### src/rtl/rx_eth100_sync.sv
// MII 100 Mbit/s receiver running on System_Clock: oversamples the PHY pins, strips
// preamble/SFD, assembles bytes, and reports CRC-32, alignment and length status per frame.
module rx_eth100_sync #(
   parameter int MIN_FRAME_BYTES = 64,
   parameter int MAX_FRAME_BYTES = 1518
) (
   input  logic        System_Clock,
   input  logic        Reset_n,
   input  logic        MII_Rx_CLK,
   input  logic        MII_Rx_DV,
   input  logic        MII_Rx_Er,
   input  logic [3:0]  MII_Rx_Data,
   output logic [7:0]  Rx_Data,
   output logic        Rx_Data_Strob,
   output logic        Rx_Frame_Start,
   output logic        Rx_Frame_End,
   output logic [4:0]  Rx_Status,
   output logic [10:0] Rx_Byte_Count,
   output logic        Rx_In_Progress
);

   localparam logic [31:0] CRC_RESIDUE = 32'hDEBB20E3;
   localparam logic [10:0] MIN_CNT     = 11'(MIN_FRAME_BYTES);
   localparam logic [10:0] MAX_CNT     = 11'(MAX_FRAME_BYTES);

   typedef enum logic [1:0] {IDLE, PREAMBLE, DATA, DROP} state_t;

   function automatic logic [31:0] crc_nib(input logic [31:0] c, input logic [3:0] d);
      logic [31:0] r;
      r = c;
      for (int i = 0; i < 4; i++) begin
         if (r[0] ^ d[i]) r = (r >> 1) ^ 32'hEDB88320;
         else             r = r >> 1;
      end
      return r;
   endfunction

   function automatic logic [10:0] sat_inc(input logic [10:0] v);
      return (v == 11'h7FF) ? v : v + 11'd1;
   endfunction

   logic       rx_clk_p0, rx_clk_p1, rx_clk_p2;
   logic       dv_p0, dv_p1, er_p0, er_p1;
   logic [3:0] nib_p0, nib_p1;
   logic       tick;

   state_t      state, state_nx;
   logic        seen5, seen5_nx, phase, phase_nx;
   logic [3:0]  low_nib, low_nib_nx;
   logic [31:0] crc, crc_nx;
   logic [7:0]  data_nx;
   logic        strobe_nx, start_nx, end_nx;
   logic [4:0]  status_nx;
   logic [10:0] count_nx;

   // Stage p0/p1: synchronizer; p2 on the clock path only, for falling-edge detection
   always_ff @(posedge System_Clock or negedge Reset_n) begin
      if (!Reset_n) begin
         rx_clk_p0 <= 1'b0;
         rx_clk_p1 <= 1'b0;
         rx_clk_p2 <= 1'b0;
         dv_p0     <= 1'b0;
         dv_p1     <= 1'b0;
         er_p0     <= 1'b0;
         er_p1     <= 1'b0;
         nib_p0    <= 4'h0;
         nib_p1    <= 4'h0;
      end else begin
         rx_clk_p0 <= MII_Rx_CLK;
         rx_clk_p1 <= rx_clk_p0;
         rx_clk_p2 <= rx_clk_p1;
         dv_p0     <= MII_Rx_DV;
         dv_p1     <= dv_p0;
         er_p0     <= MII_Rx_Er;
         er_p1     <= er_p0;
         nib_p0    <= MII_Rx_Data;
         nib_p1    <= nib_p0;
      end
   end

   assign tick = rx_clk_p2 & ~rx_clk_p1;

   always_comb begin
      state_nx   = state;
      seen5_nx   = seen5;
      phase_nx   = phase;
      low_nib_nx = low_nib;
      crc_nx     = crc;
      data_nx    = Rx_Data;
      strobe_nx  = 1'b0;
      start_nx   = 1'b0;
      end_nx     = 1'b0;
      status_nx  = Rx_Status;
      count_nx   = Rx_Byte_Count;
      if (tick) begin
         case (state)
            IDLE: begin
               if (dv_p1) begin
                  state_nx = PREAMBLE;
                  seen5_nx = 1'b0;
               end
            end
            PREAMBLE: begin
               if (!dv_p1) begin
                  state_nx = IDLE;
               end else if (nib_p1 == 4'h5) begin
                  seen5_nx = 1'b1;
               end else if (nib_p1 == 4'hD && seen5) begin
                  state_nx  = DATA;
                  crc_nx    = 32'hFFFFFFFF;
                  phase_nx  = 1'b0;
                  count_nx  = 11'd0;
                  status_nx = 5'd0;
               end else begin
                  state_nx = DROP;
               end
            end
            DATA: begin
               if (er_p1) status_nx[4] = 1'b1;
               if (dv_p1) begin
                  crc_nx = crc_nib(crc, nib_p1);
                  if (!phase) begin
                     low_nib_nx = nib_p1;
                     phase_nx   = 1'b1;
                  end else begin
                     phase_nx = 1'b0;
                     // Past the maximum the byte is dropped but still covered by the CRC
                     if (Rx_Byte_Count >= MAX_CNT) begin
                        status_nx[3] = 1'b1;
                     end else begin
                        strobe_nx = 1'b1;
                        start_nx  = (Rx_Byte_Count == 11'd0);
                        data_nx   = {nib_p1, low_nib};
                        count_nx  = sat_inc(Rx_Byte_Count);
                     end
                  end
               end else begin
                  end_nx       = 1'b1;
                  status_nx[0] = (crc == CRC_RESIDUE);
                  status_nx[1] = phase;
                  status_nx[2] = (Rx_Byte_Count < MIN_CNT);
                  phase_nx     = 1'b0;
                  state_nx     = IDLE;
               end
            end
            DROP: begin
               if (!dv_p1) state_nx = IDLE;
            end
            default: state_nx = IDLE;
         endcase
      end
   end

   // Stage: registered FSM state and outputs
   always_ff @(posedge System_Clock or negedge Reset_n) begin
      if (!Reset_n) begin
         state          <= IDLE;
         seen5          <= 1'b0;
         phase          <= 1'b0;
         low_nib        <= 4'h0;
         crc            <= 32'hFFFFFFFF;
         Rx_Data        <= 8'h00;
         Rx_Data_Strob  <= 1'b0;
         Rx_Frame_Start <= 1'b0;
         Rx_Frame_End   <= 1'b0;
         Rx_Status      <= 5'd0;
         Rx_Byte_Count  <= 11'd0;
      end else begin
         state          <= state_nx;
         seen5          <= seen5_nx;
         phase          <= phase_nx;
         low_nib        <= low_nib_nx;
         crc            <= crc_nx;
         Rx_Data        <= data_nx;
         Rx_Data_Strob  <= strobe_nx;
         Rx_Frame_Start <= start_nx;
         Rx_Frame_End   <= end_nx;
         Rx_Status      <= status_nx;
         Rx_Byte_Count  <= count_nx;
      end
   end

   assign Rx_In_Progress = (state == DATA);

endmodule

### config.mk
export PLATFORM = sky130hd
export DESIGN_NAME = rx_eth100_sync
export DESIGN_NICKNAME = d
export VERILOG_FILES = /design/src/rtl/rx_eth100_sync.sv
export SDC_FILE = /design/constraint.sdc
export NUM_CORES = 1
export LEC_CHECK = 0
export CELL_PAD_IN_SITES_DETAIL_PLACEMENT = 0
export CELL_PAD_IN_SITES_GLOBAL_PLACEMENT = 1
export CORE_ASPECT_RATIO = 2
export CORE_MARGIN = 2
export CORE_UTILIZATION = 40
export CTS_CLUSTER_SIZE = 16
export DETAILED_ROUTE_END_ITERATION = 10
export PLACE_DENSITY_LB_ADDON = 0.1
export SYNTH_ARGS = -nofsm -noshare
export SYNTH_HDL_FRONTEND = slang
export SYNTH_SLANG_ARGS = --single-unit
### constraint.sdc
create_clock -name System_Clock -period 4 [get_ports System_Clock]
set_clock_uncertainty 0.05 [all_clocks]
set_input_delay 1.2 -clock System_Clock [delete_from_list [all_inputs] [get_ports System_Clock]]
set_output_delay 1.2 -clock System_Clock [all_outputs]
set_load 0.01 [all_outputs]
==> results of run 1 <==
==> registers in the layout (all words and copies together) (netlist names), 2 cells and up <==
register	cells
Rx_Data	8
Rx_Status	5
nib_p1	4
Rx_Byte_Count	11
crc	32
low_nib	4
state	2
nib_p0	4
==> final timing paths <==
kind / from / end / slack [ns] / cells past startpoint
worst max-delay path: state[0] / Rx_In_Progress / 1.20 / 3
worst min-delay path: nib_p0[2] / nib_p1[2] / 0.30 / 0
worst max register to register: rx_clk_p1 / Rx_Status[0] / 1.39 / 5
worst min register to register: nib_p0[2] / nib_p1[2] / 0.30 / 0
max in group asynchronous: Reset_n / low_nib[1] / 2.37 / 2
min in group asynchronous: Reset_n / Rx_Byte_Count[3] / 0.79 / 1
==> final cells by class <==
class | count | area [um^2] | area share (%)
multi-input cells | 244 | 1718 | 36.44
repair buffers | 42 | 402.9 | 8.546
flip-flops and latches | 82 | 2092 | 44.37
clock buffers | 10 | 229.0 | 4.857
well taps | 132 | 165.2 | 3.503
inverters | 9 | 33.78 | 0.7166
clock inverters | 6 | 73.82 | 1.566
==> per-stage QoR <==
step | cells | area, um^2 | setup slack, ns | util, %
global placement | 509 | 4412 | 1.445 | 45.79
CTS | 525 | 4715 | 1.186 | 48.93
detailed placement | 509 | 4412 | 1.375 | 45.79
floorplan | 349 | 3899 | 1.875 | -
global route | 525 | 4715 | 1.116 | 48.93
finish | 525 | 4715 | 1.196 | 48.93
==> per-layer routing <==
layer	vias to the layer above	share of wire (%)
li1	1321	-
met1	1405	36
met2	47	58
met3	23	2.3
met4	0	3.4
met5	-	0
==> power breakdown <==
part           total (mW)  switching, mW  internal (mW)
sequential           1.32          0.197           1.12
clock               0.836          0.344          0.491
combinational        1.08          0.592          0.488
==> cell families after synthesis <==
logic type	count (synthesis)	synth area share [%]
fa+ha+maj	7	2.246
buf+inv	23	2.278
xor+xnor	36	9.820
mux	15	4.332
flops	82	53.66
compound gates	83	14.19
simple gates	103	13.48
==> placed cells by master (no fill, tap or decap), types with 9 or more instances in the layout <==
cell type        instances
clkdlybuf4s50_1         35
clkbuf_16                9
a21oi_1                 31
dfrtp_1                 50
xnor2_1                 18
dfstp_2                 32
nand2_1                 27
nor2_1                  31
xor2_1                  12
mux2_2                  15
==> impl_results.md, run 1 <==
- HPWL after DPL: 7187 um
- Clock sinks: between 80 and 90
- CP top delay family: buffers and inverters
- Routing usage on met1: around 22%
- # nets final: 404
- Chip Height: between 100 and 150 um
- Crit path max fanout: 4
- Area contributors post-synth: dfrtp_1 (32%), dfstp_2 (22%), mux2_2 (4.3%), xnor2_1 (4.0%), a21oi_1 (4.0%)
- Vias per cell: between 5 and 6
- Avg WL per Cell: between 15 and 20 um
- Pre-antenna DRT Iters: 4
- Vias post-DR: around 2800
- Critical-path cell list: inv_1 -> ha_1 -> clkdlybuf4s50_1
- Final Setup Violations: 0
- Port Buf Inserts: 36
- Seq/Total Area, Yosys: a little over half
- Core area: around 9600 um^2
- Yosys Warn Count: 0
- Post-synth cell types: 57
- Final TNS setup: 0 ns
- Vias in the first global route: roughly 2900
- Post-CTS Setup Inserts: 0
- Max-slew violation count: 0
- Final ANT Viol Nets: 0
- Post-synthesis register bit count: 82
- Die Wd: 73.81 um
- Root Buffer: clkbuf_16
- Most frequent cell after synthesis: dfrtp_1
- Global-route wire length before repair: between 15000 and 20000 um
- Initial antenna violation count: 0
- HP Class: reg2reg
- Synth cell count leaders: dfrtp_1 (50), dfstp_2 (32), a21oi_1 (31), nor2_1 (31), nand2_1 (27)
- Crit path buf inv count: 2
- Max-Cap Viols: 0
- Worst slew margin: 30.86%
- Worst Setup End Kind: primary output
- Met3 GRT Util: under 10%
- Worst Tran Pin Value: about 1.0 ns
- Gp weighted congestion: roughly 0.85
- Global Route Usage Sum: about a fifth
- Antenna fix cells: 0
- Crit Path Category: reg2out
- Leakage: 1.856 nW
- Fin crit period: 2.804 ns
- RSZ-0062 raised after global routing: false
- EDFF count, synth: 0
- Worst VDD drop: 0.4104 mV
- Pwr/cell area: 685.9 nW/um^2
- Reg clk slew, reported paths: 0.06 ns
- Largest net degree at the start of global routing: slightly above 40
- DRC: 0
- GR peak layer: met2
- Synth top area share: about a third
- Die area: about 11000 um^2
- Worst hold slack: 0.2964 ns
- Synthesized area: about 4000 um^2
- Syn nets: around 370
- Final hold violations: 0
- Area Growth Syn to Fin: 20.92%
- CTS tree: yes
- Status: complete, no violations
- Share of layout cells above drive strength 1: 20.87%
- F_max: ~360 MHz
- Final period utilization: between 70% and 80%
- Clock buffer depth: 2
- Post-cts sizing count: 0
- Yosys top cell by area: dfrtp_1
- Number of I/O pins: 37
- Worst-Skew Late Latency: roughly 0.33 ns
- Met2 Use GR: 37.12%
- Post-Syn Area per Cell: approximately 11 um^2
- Initial Util: slightly above 40%
- Top FF cell, synth: dfrtp_1
- TritonCTS Buffers: 9
- Row cnt: 51
- Design Power: ~3.2 mW
- Crit path largest cell delay: between 0.5 and 0.6 ns
- Critical path required time: about 2.8 ns
- Grt total ovfl: 0
- Worst Path Arrival: approximately 1.6 ns
- Critical path's slowest cell: clkdlybuf4s50_1
- Fillers: 896
- Async set-or-reset flop fraction in the synthesized netlist: between 90% and 100%
- Final wirelength: 9858 um
- # hold bufs at CTS: 0
- Cells after Synth: ~350
- Startpoint types: flip-flop
- H-tree levels: 3
- Initial DRC Count: between 100 and 150
Note: power is estimated with default switching activity, not from simulation.
==> run 2, diff against run 1 <==
Clock period 4 ns to 2.92 ns, I/O delays scaled along.
==> run 2 against run 1 <==
  * Via count rose by 2.3%
  * Hold slack gained 0.0013 ns
  * Wire length rose by 0.91%
  * Non-clock buffer count up 5
  * Critical path type unchanged
  * Critical endpoint unchanged
  * Largest cell class unchanged
==> impl_results.md, run 2 (synthesized netlist as in run 1, its figures left out) <==
- Global Route Usage Sum: 20.93% (+0.35 points)
- # nets final: 409 (+1.2%)
- H-tree levels: 3 (unchanged)
- Max-Cap Viols: 0 (unchanged)
- Critical path's slowest cell: clkdlybuf4s50_1
- F_max: 403.1 MHz
- Final hold violations: 0 (unchanged)
- Worst VDD drop: 0.7021 mV (+71%)
- Met3 wire len: 163 um (-28%)
- Vias per cell: 5.394 (+1.3%)
- Leakage: 1.898 nW (+2.3%)
- Area Growth Syn to Fin: 22.63%
- Met2 Wirelength: 5824 um (+2.0%)
- Gp weighted congestion: 0.8878 (+4.9%)
- Share of layout cells above drive strength 1: 21.86% (+0.99 points)
- Placed Area: 4462 um^2 (+1.1%)
- Die area: 10600 um^2 (unchanged)
- Critical path required time: 1.99 ns (-0.76 ns)
- Post-CTS Setup Inserts: 0 (unchanged)
- Top reg by flops: crc
- Final period utilization: a little over four fifths
- Fillers: 891 (-0.56%)
- Clock buffer depth: 2 (unchanged)
- Initial antenna violation count: 0 (unchanged)
- Final ANT Viol Nets: 0 (unchanged)
- Root Buffer: clkbuf_16
- Row cnt: 51 (unchanged)
- Worst slew margin: 53.78% (+23 points)
- Avg WL per Cell: 18.77 um (about the same)
- Final Setup Violations: 0 (unchanged)
- Chip Height: 143.6 um (unchanged)
- RSZ-0062 raised after global routing: false
- Worst R2R Setup Slack: 0.67 ns (-0.72 ns)
- # hold bufs at CTS: 0 (unchanged)
- Max reg flops: 32 (unchanged)
- Clock sinks: 82 (unchanged)
- Worst Setup End Kind: primary output
- Largest registers: crc x32, Rx_Byte_Count x11, Rx_Data x8
- Initial DRC Count: 128 (-3.0%)
- Antenna fix cells: 0 (unchanged)
- HP Class: reg2reg
- Fin crit period: ~2.5 ns
- Vias post-DR: 2859 (+2.3%)
- CTS tree: yes
- Fin area: 4781 um^2 (+1.4%)
- Most frequent cells in the layout: dfrtp_1 (50), clkdlybuf4s50_1 (35), dfstp_2 (32)
- Post-cts sizing count: 0 (unchanged)
- TritonCTS Buffers: 9 (unchanged)
- FF+latch area: 2092 um^2 (unchanged)
- Reg clk slew, reported paths: 0.06 ns (about the same)
- Startpoint types: flip-flop
- Crit path max fanout: 4 (unchanged)
- Critical-path cell list: inv_1 -> ha_1 -> clkdlybuf4s50_1
- Global-route wire length before repair: 16340 um (+2.8%)
- DRC: 0 (unchanged)
- Multi-input logic area: 1718 um^2 (unchanged)
- Number of I/O pins: 37 (unchanged)
- Final TNS setup: 0 ns (unchanged)
- Top layer in use: met4
- Die Wd: 73.81 um (unchanged)
- Final wirelength: 9948 um (+0.91%)
- Crit Path Category: reg2out
- Core area: 9635 um^2 (unchanged)
- Crit path largest cell delay: 0.54 ns (about the same)
- Pre-antenna DRT Iters: 4 (unchanged)
- Max-slew violation count: 0 (unchanged)
- Grt total ovfl: 0 (unchanged)
- Pwr/cell area: 950.0 nW/um^2 (+39%)
- Worst Path Arrival: 1.56 ns (about the same)
- Vias in the first global route: 3059 (+4.9%)
- Initial Util: 40.46% (unchanged)
- Worst-Skew Late Latency: 0.34 ns (about the same)
- HPWL after DPL: 7334 um (+2.0%)
- Largest net degree at the start of global routing: 49 (+20%)
- Status: complete, no violations
- Worst Tran Pin Value: 0.6884 ns (-0.3465 ns)
- Met1 Wirelength: 3607 um (+0.47%)
- Commonest non-fill, non-tap cell in the layout: dfrtp_1
- Port Buf Inserts: 36 (unchanged)
## run 2: critical path, delay by kind of cell, from the launching register on
family | cells | cell delay [ns]
buffers and inverters | 2 | 0.64
adder cells (fa/ha/maj) | 1 | 0.18
flip-flops | 1 | 0.41
## run 2: per-stage QoR
stage | utilization [%] | power [mW] | cells | hold slack, ns | worst slack (ns)
after global routing | 49.62 | 4.825 | 530 | 0.3062 | 0.3774
after CTS | 49.62 | 4.605 | 530 | 0.2996 | 0.4225
after global placement | 46.31 | 3.350 | 514 | 0.2817 | 0.7193
final | 49.62 | 4.542 | 530 | 0.2977 | 0.4390
after detailed placement | 46.31 | 3.369 | 514 | 0.2855 | 0.6291
after floorplan | - | 2.888 | 349 | 0.2812 | 0.7948
## run 2: area by class of cell
| type | count | area share (%) |
|---|---|---|
| inverter | 9 | 0.7066 |
| timing repair buffer | 47 | 9.474 |
| tap | 132 | 3.455 |
| clock buffer | 10 | 4.789 |
| sequential | 82 | 43.76 |
| clock inverter | 6 | 1.884 |
| multi-input combinational | 244 | 35.93 |
## run 2: power breakdown
group	total [mW]	internal, mW	switching [mW]
combinational	1.52	0.689	0.829
clock	1.21	0.752	0.461
sequential	1.81	1.54	0.276
total	4.54	2.98	1.57
## run 2: path summary, 6_finish.rpt
path / start / end / depth (start not counted)
min in group asynchronous: Reset_n / rx_clk_p1 / 1
max in group asynchronous: Reset_n / crc[1] / 2
max: state[0] / Rx_In_Progress / 3
max reg2reg: Rx_Byte_Count[0] / Rx_Data[6] / 7
min reg2reg: nib_p0[2] / nib_p1[2] / 0
min: nib_p0[2] / nib_p1[2] / 0
## run 2: layer usage
metal / global-route usage, % / vias to the layer above
met5: 0 / -
met4: 10.91 / 0
met3: 3.296 / 25
met2: 38.11 / 52
met1: 22.29 / 1451
li1: - / 1331
